File: config.mk
export PLATFORM = sky130hd
export DESIGN_NAME = game_fsm_multi_flat
export DESIGN_NICKNAME = d
export VERILOG_FILES = /design/src/rtl/game_fsm_multi_if.sv /design/src/rtl/game_fsm_multi.sv /design/src/flat_wrapper.sv
export SDC_FILE = /design/constraint.sdc
export NUM_CORES = 1
export LEC_CHECK = 0
export BUFFER_PORTS_ARGS = -buffer_cell sky130_fd_sc_hd__buf_2
export CAP_MARGIN = 30
export CORE_AREA = 8 8 68 76
export CTS_BUF_LIST = sky130_fd_sc_hd__clkbuf_2 sky130_fd_sc_hd__clkbuf_4 sky130_fd_sc_hd__clkbuf_8
export DETAILED_ROUTE_END_ITERATION = 6
export DIE_AREA = 0 0 76 84
export SLEW_MARGIN = 20
export SYNTH_ARGS = -nofsm -noshare
export SYNTH_HDL_FRONTEND = slang
export SYNTH_SLANG_ARGS = --single-unit
File: constraint.sdc
create_clock -name clk -period 3.2 [get_ports clk]
set_input_delay 0.8 -clock clk [delete_from_list [all_inputs] [get_ports clk]]
set_output_delay 0.8 -clock clk [all_outputs]
set_load 0.02 [all_outputs]
File: src/rtl/game_fsm_multi_if.sv
// ---------------------------------------------------------------------------
// game_fsm_multi_if
// Bundles the match-control signals exchanged between the game core and the
// match FSM.
//   master : drives start/hold/score/scorer, observes state, scores, serve,
//            winner (ball/collision logic, button debouncer, testbench)
//   slave  : the match FSM itself
// Signals
//   start      button level, may be held for many cycles
//   hold       freeze request
//   score      one-cycle scoring event
//   scorer     index of the player credited by score
//   cur_state  0=IDLE 1=PLAY 2=POINT 3=OVER
//   scores     packed scores, player i at [i*SCORE_W +: SCORE_W]
//   serve      one-cycle pulse on every entry to PLAY
//   winner     winning player, meaningful while cur_state==OVER
// ---------------------------------------------------------------------------
interface game_fsm_multi_if #(
  parameter int NUM_PLAYERS = 2,
  parameter int IDX_W       = 3,
  parameter int SCORE_W     = 4
);
  logic                           start;
  logic                           hold;
  logic                           score;
  logic [IDX_W-1:0]               scorer;
  logic [1:0]                     cur_state;
  logic [NUM_PLAYERS*SCORE_W-1:0] scores;
  logic                           serve;
  logic [IDX_W-1:0]               winner;

  modport master (
    output start, hold, score, scorer,
    input  cur_state, scores, serve, winner
  );

  modport slave (
    input  start, hold, score, scorer,
    output cur_state, scores, serve, winner
  );
endinterface

File: src/rtl/game_fsm_multi.sv
// ---------------------------------------------------------------------------
// game_fsm_multi
// Match-control state machine for an N-player game. Detects the start button
// edge, keeps saturating per-player scores, runs a post-point pause and
// reports the winner. Every output comes straight from a flop.
// Ports
//   clk   system clock, rising edge
//   rst   asynchronous, active-high reset
//   bus   game_fsm_multi_if.slave (start, hold, score, scorer in;
//         cur_state, scores, serve, winner out)
// ---------------------------------------------------------------------------
module game_fsm_multi #(
  parameter int NUM_PLAYERS  = 2,
  parameter int IDX_W        = 3,
  parameter int SCORE_W      = 4,
  parameter int WIN_SCORE    = 5,
  parameter int PAUSE_CYCLES = 50
) (
  input  logic             clk,
  input  logic             rst,
  game_fsm_multi_if.slave  bus
);

  typedef enum logic [1:0] {
    ST_IDLE  = 2'd0,
    ST_PLAY  = 2'd1,
    ST_POINT = 2'd2,
    ST_OVER  = 2'd3
  } state_e;

  // The pause counter only ever holds PAUSE_CYCLES-1 down to 0.
  localparam int CNT_W = (PAUSE_CYCLES > 1) ? $clog2(PAUSE_CYCLES) : 1;
  localparam logic [CNT_W-1:0]   PAUSE_LOAD = CNT_W'(PAUSE_CYCLES - 1);
  localparam logic [SCORE_W-1:0] SCORE_MAX  = {SCORE_W{1'b1}};
  localparam logic [SCORE_W-1:0] WIN_LVL    = SCORE_W'(WIN_SCORE);

  state_e                         state_q,  state_d;
  logic [NUM_PLAYERS*SCORE_W-1:0] scores_q, scores_d;
  logic                           serve_q,  serve_d;
  logic [IDX_W-1:0]               winner_q, winner_d;
  logic                           start_q,  start_d;
  logic [CNT_W-1:0]               cnt_q,    cnt_d;

  logic                           start_edge;
  logic                           scorer_ok;
  logic [SCORE_W-1:0]             cur_score;
  logic [SCORE_W-1:0]             new_score;

  // Next-state, next-score and output computation for the match FSM.
  always_comb begin
    state_d    = state_q;
    scores_d   = scores_q;
    serve_d    = 1'b0;
    winner_d   = winner_q;
    cnt_d      = cnt_q;
    start_d    = bus.start;
    start_edge = bus.start & ~start_q;
    scorer_ok  = (int'(bus.scorer) < NUM_PLAYERS);

    // Current score of the credited player; stays 0 for an out-of-range index.
    cur_score = '0;
    for (int i = 0; i < NUM_PLAYERS; i++) begin
      cur_score = (bus.scorer == IDX_W'(i)) ? scores_q[i*SCORE_W +: SCORE_W] : cur_score;
    end
    new_score = (cur_score == SCORE_MAX) ? SCORE_MAX : cur_score + 1'b1;

    case (state_q)
      ST_IDLE: begin
        if (start_edge) begin
          state_d  = ST_PLAY;
          scores_d = '0;
          serve_d  = 1'b1;
        end else begin
          state_d  = ST_IDLE;
        end
      end

      ST_PLAY: begin
        // A restart wins over a score arriving in the same cycle.
        if (start_edge) begin
          state_d  = ST_PLAY;
          scores_d = '0;
          serve_d  = 1'b1;
        end else if (bus.hold) begin
          state_d  = ST_PLAY;
        end else if (bus.score && scorer_ok) begin
          for (int i = 0; i < NUM_PLAYERS; i++) begin
            scores_d[i*SCORE_W +: SCORE_W] = (bus.scorer == IDX_W'(i)) ?
                                             new_score : scores_q[i*SCORE_W +: SCORE_W];
          end
          if (new_score >= WIN_LVL) begin
            state_d  = ST_OVER;
            winner_d = bus.scorer;
          end else begin
            state_d  = ST_POINT;
            cnt_d    = PAUSE_LOAD;
          end
        end else begin
          state_d  = ST_PLAY;
        end
      end

      ST_POINT: begin
        if (start_edge) begin
          state_d  = ST_PLAY;
          scores_d = '0;
          serve_d  = 1'b1;
        end else if (bus.hold) begin
          state_d  = ST_POINT;
        end else if (cnt_q == '0) begin
          state_d  = ST_PLAY;
          serve_d  = 1'b1;
        end else begin
          cnt_d    = cnt_q - 1'b1;
        end
      end

      ST_OVER: begin
        // Winner stays visible until the next match starts.
        if (start_edge) begin
          state_d  = ST_PLAY;
          scores_d = '0;
          winner_d = '0;
          serve_d  = 1'b1;
        end else begin
          state_d  = ST_OVER;
        end
      end

      default: begin
        state_d  = ST_IDLE;
      end
    endcase
  end

  // State, score, counter and output registers with asynchronous reset.
  always_ff @(posedge clk or posedge rst) begin
    if (rst) begin
      state_q  <= ST_IDLE;
      scores_q <= '0;
      serve_q  <= 1'b0;
      winner_q <= '0;
      start_q  <= 1'b0;
      cnt_q    <= '0;
    end else begin
      state_q  <= state_d;
      scores_q <= scores_d;
      serve_q  <= serve_d;
      winner_q <= winner_d;
      start_q  <= start_d;
      cnt_q    <= cnt_d;
    end
  end

  assign bus.cur_state = state_q;
  assign bus.scores    = scores_q;
  assign bus.serve     = serve_q;
  assign bus.winner    = winner_q;

endmodule
File: src/flat_wrapper.sv
// flat-port wrapper written by rule: the top's interface ports become plain ports
module game_fsm_multi_flat 
#(
  parameter int NUM_PLAYERS  = 2,
  parameter int IDX_W        = 3,
  parameter int SCORE_W      = 4,
  parameter int WIN_SCORE    = 5,
  parameter int PAUSE_CYCLES = 50
)
  (clk, rst, bus_start, bus_hold, bus_score, bus_scorer, bus_cur_state, bus_scores, bus_serve, bus_winner);
  game_fsm_multi_if #(.NUM_PLAYERS(NUM_PLAYERS), .IDX_W(IDX_W), .SCORE_W(SCORE_W)) bus_i ();
  input  logic clk;
  input  logic rst;
  input wire logic [$bits(bus_i.start)-1:0] bus_start;
  input wire logic [$bits(bus_i.hold)-1:0] bus_hold;
  input wire logic [$bits(bus_i.score)-1:0] bus_score;
  input wire logic [$bits(bus_i.scorer)-1:0] bus_scorer;
  output wire logic [$bits(bus_i.cur_state)-1:0] bus_cur_state;
  output wire logic [$bits(bus_i.scores)-1:0] bus_scores;
  output wire logic [$bits(bus_i.serve)-1:0] bus_serve;
  output wire logic [$bits(bus_i.winner)-1:0] bus_winner;
  assign bus_i.start = bus_start;
  assign bus_i.hold = bus_hold;
  assign bus_i.score = bus_score;
  assign bus_i.scorer = bus_scorer;
  assign bus_cur_state = bus_i.cur_state;
  assign bus_scores = bus_i.scores;
  assign bus_serve = bus_i.serve;
  assign bus_winner = bus_i.winner;
  game_fsm_multi #(.NUM_PLAYERS(NUM_PLAYERS), .IDX_W(IDX_W), .SCORE_W(SCORE_W), .WIN_SCORE(WIN_SCORE), .PAUSE_CYCLES(PAUSE_CYCLES)) u_core (.clk(clk), .rst(rst), .bus(bus_i));
endmodule
======== Word-level counts from Yosys, hierarchy flattened ========
Cells that the tools add are included.
W data, S select, Z words.
word-level totals
  flip-flop bits (word level) ............. 21
  bits of input ports ..................... 8
  output and inout port bits .............. 14
  logic and storage cells ................. 84
operators by class
  $add $sub $neg .......................... 2
  magnitude comparators ................... 2
  equality and inequality tests ........... 20
  mux-type cells .......................... 39
  bitwise operators ....................... 2
  reduce and logical (&&, ||, !) cells .... 12
operator list
  kind                   count
  $mux W6                7
  $mux W8                4
  $mux W4                5
  $pmux W8 S2            1
  $mux W3                5
  $mux W2                7
  $ne A2 B2 Y1 const B   6
  $pmux W6 S2            1
  $ne A3 B1 Y1 const B   3
  $ne A2 B1 Y1 const B   4
  $pmux W2 S4            1
  $reduce_and A4 Y1      2
  $reduce_and A8 Y1      1
  $logic_not A6 Y1       1
  $mux W1                6
  $pmux W3 S2            1
  $reduce_and A6 Y1      1
  $reduce_or A3 Y1       2
  $sub A6 B1 Y6 const B  1
  $add A4 B1 Y4 const B  1
  $eq A2 B2 Y1 const B   2
  $eq A4 B4 Y1 const B   1
  $ge A4 B3 Y1 const B   1
  $ne A4 B2 Y1 const B   1
  11 further kinds       12

======== Depth between registers and ports, before layout ========
  depth in word-level cells ............... 11
  depth in mapped cells ................... 11
  depth with buffers taken out ............ 9

======== Worst setup path after synthesis ========
OpenSTA, ideal clock, no wires.
  path type ............................... input -> register
  start point ............................. input port bus_scorer[0]
  end point ............................... register u_core.cnt_q[1]
  setup time .............................. 137 ps
  arrival time ............................ 2,941 ps
  required time ........................... 3,063 ps
  slack ................................... 122 ps
  cell stages on the path ................. 9
  buffers on the path ..................... 2
  cell sequence ........................... buf_6 -> mux2_4 -> and2_0 -> clkbuf_1 -> ha_1 -> or2_2 -> a2111o_1 -> a311oi_2 -> o31ai_1
between the ends
  longest elaborated chain between the ends .. 8
  elaborated cells between the ends (all ways) .. 13
  classes of those cells .................. add/sub (1); order compare (2); eq/ne (4); mux (3); reduce/logical (3)
RTL lines
  what                                           line                   source
  start: declaration                             flat_wrapper.sv:17     input wire logic [$bits(bus_i.scorer)-1:0] bus_scorer;
  $logic_not A3 Y1                               game_fsm_multi.sv:63   cur_score = (bus.scorer == IDX_W'(i)) ? scores_q[i*SCORE_W +: SCORE_W] : cur_score;
  $mux W4 (2 in series)                          game_fsm_multi.sv:63
  $add A4 B1 Y4 or $eq A4 B4 Y1 (tied branches)  game_fsm_multi.sv:65   new_score = (cur_score == SCORE_MAX) ? SCORE_MAX : cur_score + 1'b1;
  $mux W4                                        game_fsm_multi.sv:65
  $ge A4 B3 Y1                                   game_fsm_multi.sv:91   if (new_score >= WIN_LVL) begin
  $ne A2 B2 Y1 (no line)                         --
  $reduce_and A8 Y1 (no line) *                  --
  end signal: assignment                         game_fsm_multi.sv:151  cnt_q <= cnt_d;
  end: declaration                               game_fsm_multi.sv:42   logic [CNT_W-1:0] cnt_q, cnt_d;
Mark *: on every way between the ends. The rest lies on a longest branch, timed or not.
A chain may end at the register's enable or synchronous reset.

======== Worst setup path in the final report ========
Same ends and word-level chain as after synthesis.

==> flow_results.org <==
** Outcome
- The run finished with clean final reports.

** Yosys
- Cell Area, Synth :: 0.00133 sq mm
- Share of synthesized area occupied by flip-flops and latches :: 0.395
- Warnings, synthesis :: 0
- Counting every instance in the synthesized netlist gives 128.
- Number of synthesized register bits :: 21
- Count of different cell masters after synthesis :: 43
- The number of nets handed over by synthesis was 140.
- Each instance of the synthesized netlist takes up on average 10.4 sq um.

** Layout
- Final design instance area without fill :: 0.00158 sq mm
- Layout overhead on the synthesized area :: 18.7%
- Total Nets Final :: 169
- Of the cells placed in the final design, the portion with a size suffix greater than 1 is 0.346.
- Diodes inserted :: 0

** Routing
- Dividing the detail-routed via count by the number of cells gives 5.14.
- DRC marker count from the first detailed-route iteration :: 57
- DRT Pass-1 Iters :: 4
- Antenna-violating nets left :: 0
- The routed layout has 1070 vias.
- After detailed routing, the average wire length per cell comes to 14.3 um.
- DRT Wirelength :: 2980 um
- Post-detailed-route DRC marker count :: 0

** Power
- In this run the power density over the cells is 479 mW/mm^2.
- Summed over all cells, the static leakage comes to 0.708 nW.
- The completed layout was analyzed and its total power is 0.755 mW.
- Worst VDD drop :: 248 uV

** Clock tree
- Hold repair after CTS inserted 0 buffers.
- TritonCTS created 3 clock buffers.
- In this run the number of H-tree levels came out at 1.
- In this run the clock root is driven by a clkbuf_8.
- Clock network latency to the later pin of the worst-skew pair :: 260 ps
- The number of setup buffers added after CTS is 0.
- Worst-case clock buffer depth :: 2
- TritonCTS clock tree :: built
- The clock net in this run drives a total of 21 sinks.
- Clock-pin transition on the worst setup and hold timing paths :: 70 ps
- Post-CTS repair changed the size of 0 cells.

** Hold path
- Worst hold-check path type :: in -> async

** Placed design
- Post-detailed-placement cell area :: 0.00151 sq mm
- Post-DP HPWL :: 2370 um
- Before CTS, the worst setup slack after placement is 101 ps.
- Port buffering added 21 buffers.
- At the end of routability-driven placement, the weighted congestion stood at 0.848.

** Setup path
- Counting cells, the worst reg-to-reg path comes to 7.
- Kind of critical path :: in -> reg
- Kind of capture point of the worst setup path :: flop
- Data required time of the worst path :: 3330 ps
- Along the worst path, the maximum fanout reaches 3.
- STA classifies the critical path startpoint as an input port.
- Worst Path Arrival :: 2960 ps

** Global route
- The first global-routing pass estimated 5200 um of wire.
- The initial antenna violation count was 0.
- The number of global-route vias before repair was 1150.
- Global-route usage over all layers :: 0.0969
- After global routing the overflow that remains totals 0.
- Pin count of the biggest net entering global routing :: 22

** STA
- In the finished design, the share of the clock period the worst path needs comes to 0.885.
- Setup TNS :: 0 ps
- Transition time at the pin with the least slew margin :: 548 ps
- Min Tclk post-route :: 2830 ps
- RSZ-0062 raised after global routing :: no
- Maximum clock skew at final layout :: 0.924 ps
- Measured against its own limit, the worst slew margin works out to 0.632.
- Endpoints failing setup :: 0
- The count of final max-slew check failures came to 0.
- Once routing completed, OpenROAD measured the worst setup slack at 368 ps.
- Fin. Hold Viols :: 0
- Based on the critical path, the design can be clocked at up to 353 MHz.

** Job
- Max Cap Violations :: 0

** Floorplan
- The die covers 0.00638 sq mm.
- Effective utilization at floorplan :: 0.343
- Cell Rows :: 24
- Placeable core region :: 0.00387 sq mm
- From bottom edge to top edge, the die measures 84 um.
- The floorplan step set the die width to 76 um.
- Number of primary I/O pins :: 22
[stage by stage]
step | hold WS [ps] | util | std cells
after floorplan | 483 | - | 128
after global placement | 503 | 0.391 | 203
after detailed placement | 516 | 0.391 | 203
after CTS | 534 | 0.403 | 207
after global routing | 553 | 0.407 | 208
final | 529 | 0.407 | 208
[per-layer routing]
metal | track usage | vias up | share of wire
met4 | 0.0411 | 0 | 0.019
met5 | 0 | - | 0
li1 | - | 527 | -
met3 | 0.0313 | 7 | 0.046
met2 | 0.179 | 15 | 0.52
met1 | 0.0962 | 521 | 0.41
[sequential cells by signal, summed over array words and instances, names as in the netlist]
| signal | count |
|---|---|
| u_core.cnt_q | 6 |
| u_core.bus.scores | 8 |
| u_core.start_q | 1 |
| u_core.bus.cur_state | 2 |
| u_core.bus.serve | 1 |
| u_core.bus.winner | 3 |
[layout by cell type (no fill, tap or decap), types with 2 or more instances in the layout]
cell / Yosys / routed
dfrtp_1: 21 / 21
clkbuf_8: 0 / 3
nand4_1: 2 / 2
o31ai_1: 3 / 3
buf_4: 0 / 4
nand2b_1: 5 / 5
or3_1: 3 / 3
o211ai_2: 2 / 2
inv_1: 6 / 6
o21ai_0: 6 / 6
mux2_2: 9 / 9
nor3_1: 2 / 2
ha_1: 4 / 4
a21oi_1: 8 / 8
nor2_1: 9 / 9
nand2_1: 7 / 7
a21boi_0: 2 / 2
xor2_1: 3 / 3
or2_2: 2 / 2
and2_1: 2 / 2
buf_2: 0 / 21
and3_1: 2 / 2
mux2_4: 2 / 2
nor2b_1: 2 / 2
nand3_1: 5 / 5
[where the power goes]
group | switching (mW) | internal (mW) | leakage (nW)
Sequential | 0.0418 | 0.314 | 0.264
Clock | 0.0841 | 0.0972 | 0.0262
Combinational | 0.126 | 0.0918 | 0.418
Total | 0.252 | 0.503 | 0.708
[worst paths after layout]
path,start,to,slack (ps)
worst max-delay path,bus_scorer[0],u_core.cnt_q[1]$_DFFE_PP0P_,370
worst max register to register,u_core.bus.scores[0]$_DFFE_PP0P_,u_core.cnt_q[1]$_DFFE_PP0P_,670
worst min-delay path,rst,u_core.bus.winner[1]$_DFFE_PP0P_,530
min in group clk,u_core.cnt_q[5]$_DFFE_PP0P_,u_core.cnt_q[5]$_DFFE_PP0P_,530
max in group asynchronous,rst,u_core.bus.cur_state[1]$_DFFE_PP0P_,2240
worst min register to register,u_core.cnt_q[5]$_DFFE_PP0P_,u_core.cnt_q[5]$_DFFE_PP0P_,530
[kinds of logic (layout without fill, tap and decap cells)]
group / Yosys count / after routing / share of synthesized area
xor gates and xnor gates: 3 / 3 / 0.0198
adders and majority gates: 4 / 4 / 0.0377
and+or+nand+nor: 49 / 49 / 0.206
AOI/OAI and AO/OA: 31 / 31 / 0.206
buffers and inverters: 8 / 36 / 0.0282
DFF: 21 / 21 / 0.395
muxes: 12 / 12 / 0.106
[critical path, stage by stage]
cell and delay [ps]:
buf_2 110, mux2_2 330, and2_1 170, ha_1 310, or2_2 340, a2111o_1 470
a311oi_2 320, o31ai_1 120
[synth_stat cells, drive strengths merged]
| cell | count | area (sq um) |
|---|---|---|
| nor3b | 1 | 7.51 |
| buf | 1 | 11.3 |
| nor2b | 2 | 12.5 |
| ha | 4 | 50.1 |
| xor2 | 3 | 26.3 |
| mux2i | 1 | 10.0 |
| a2111o | 1 | 11.3 |
| or2b | 1 | 8.76 |
| clkbuf | 1 | 3.75 |
| o21ai | 6 | 30.0 |
| o311ai | 2 | 25.0 |
| or3 | 3 | 18.8 |
| nor2 | 9 | 33.8 |
| and3b | 1 | 8.76 |
| o211ai | 2 | 25.0 |
| and3 | 2 | 12.5 |
| a311oi | 2 | 23.8 |
| nand3 | 5 | 25.0 |
| nor3 | 2 | 10.0 |
| nand2 | 8 | 32.5 |
| inv | 6 | 22.5 |
| o31ai | 4 | 43.8 |
| a21oi | 8 | 40.0 |
| mux2 | 11 | 131 |
| nand4 | 2 | 12.5 |
| and2 | 3 | 18.8 |
| and4 | 1 | 8.76 |
| a2111oi | 2 | 42.5 |
| nand2b | 5 | 31.3 |
| a21boi | 3 | 26.3 |
| dfrtp | 21 | 526 |
| or2 | 3 | 18.8 |
| or4b | 1 | 13.8 |
| a31oi | 1 | 6.26 |
[cell type report]
class / instances / area, sq um
Fill cell: 383 / 2300
Multi-Input combinational cell: 99 / 766
Sequential cell: 21 / 526
Timing Repair Buffer: 26 / 150
Tap cell: 52 / 65.1
Clock buffer: 4 / 48.8
Inverter: 6 / 22.5
No activity file was read; power rests on OpenSTA's default activity.
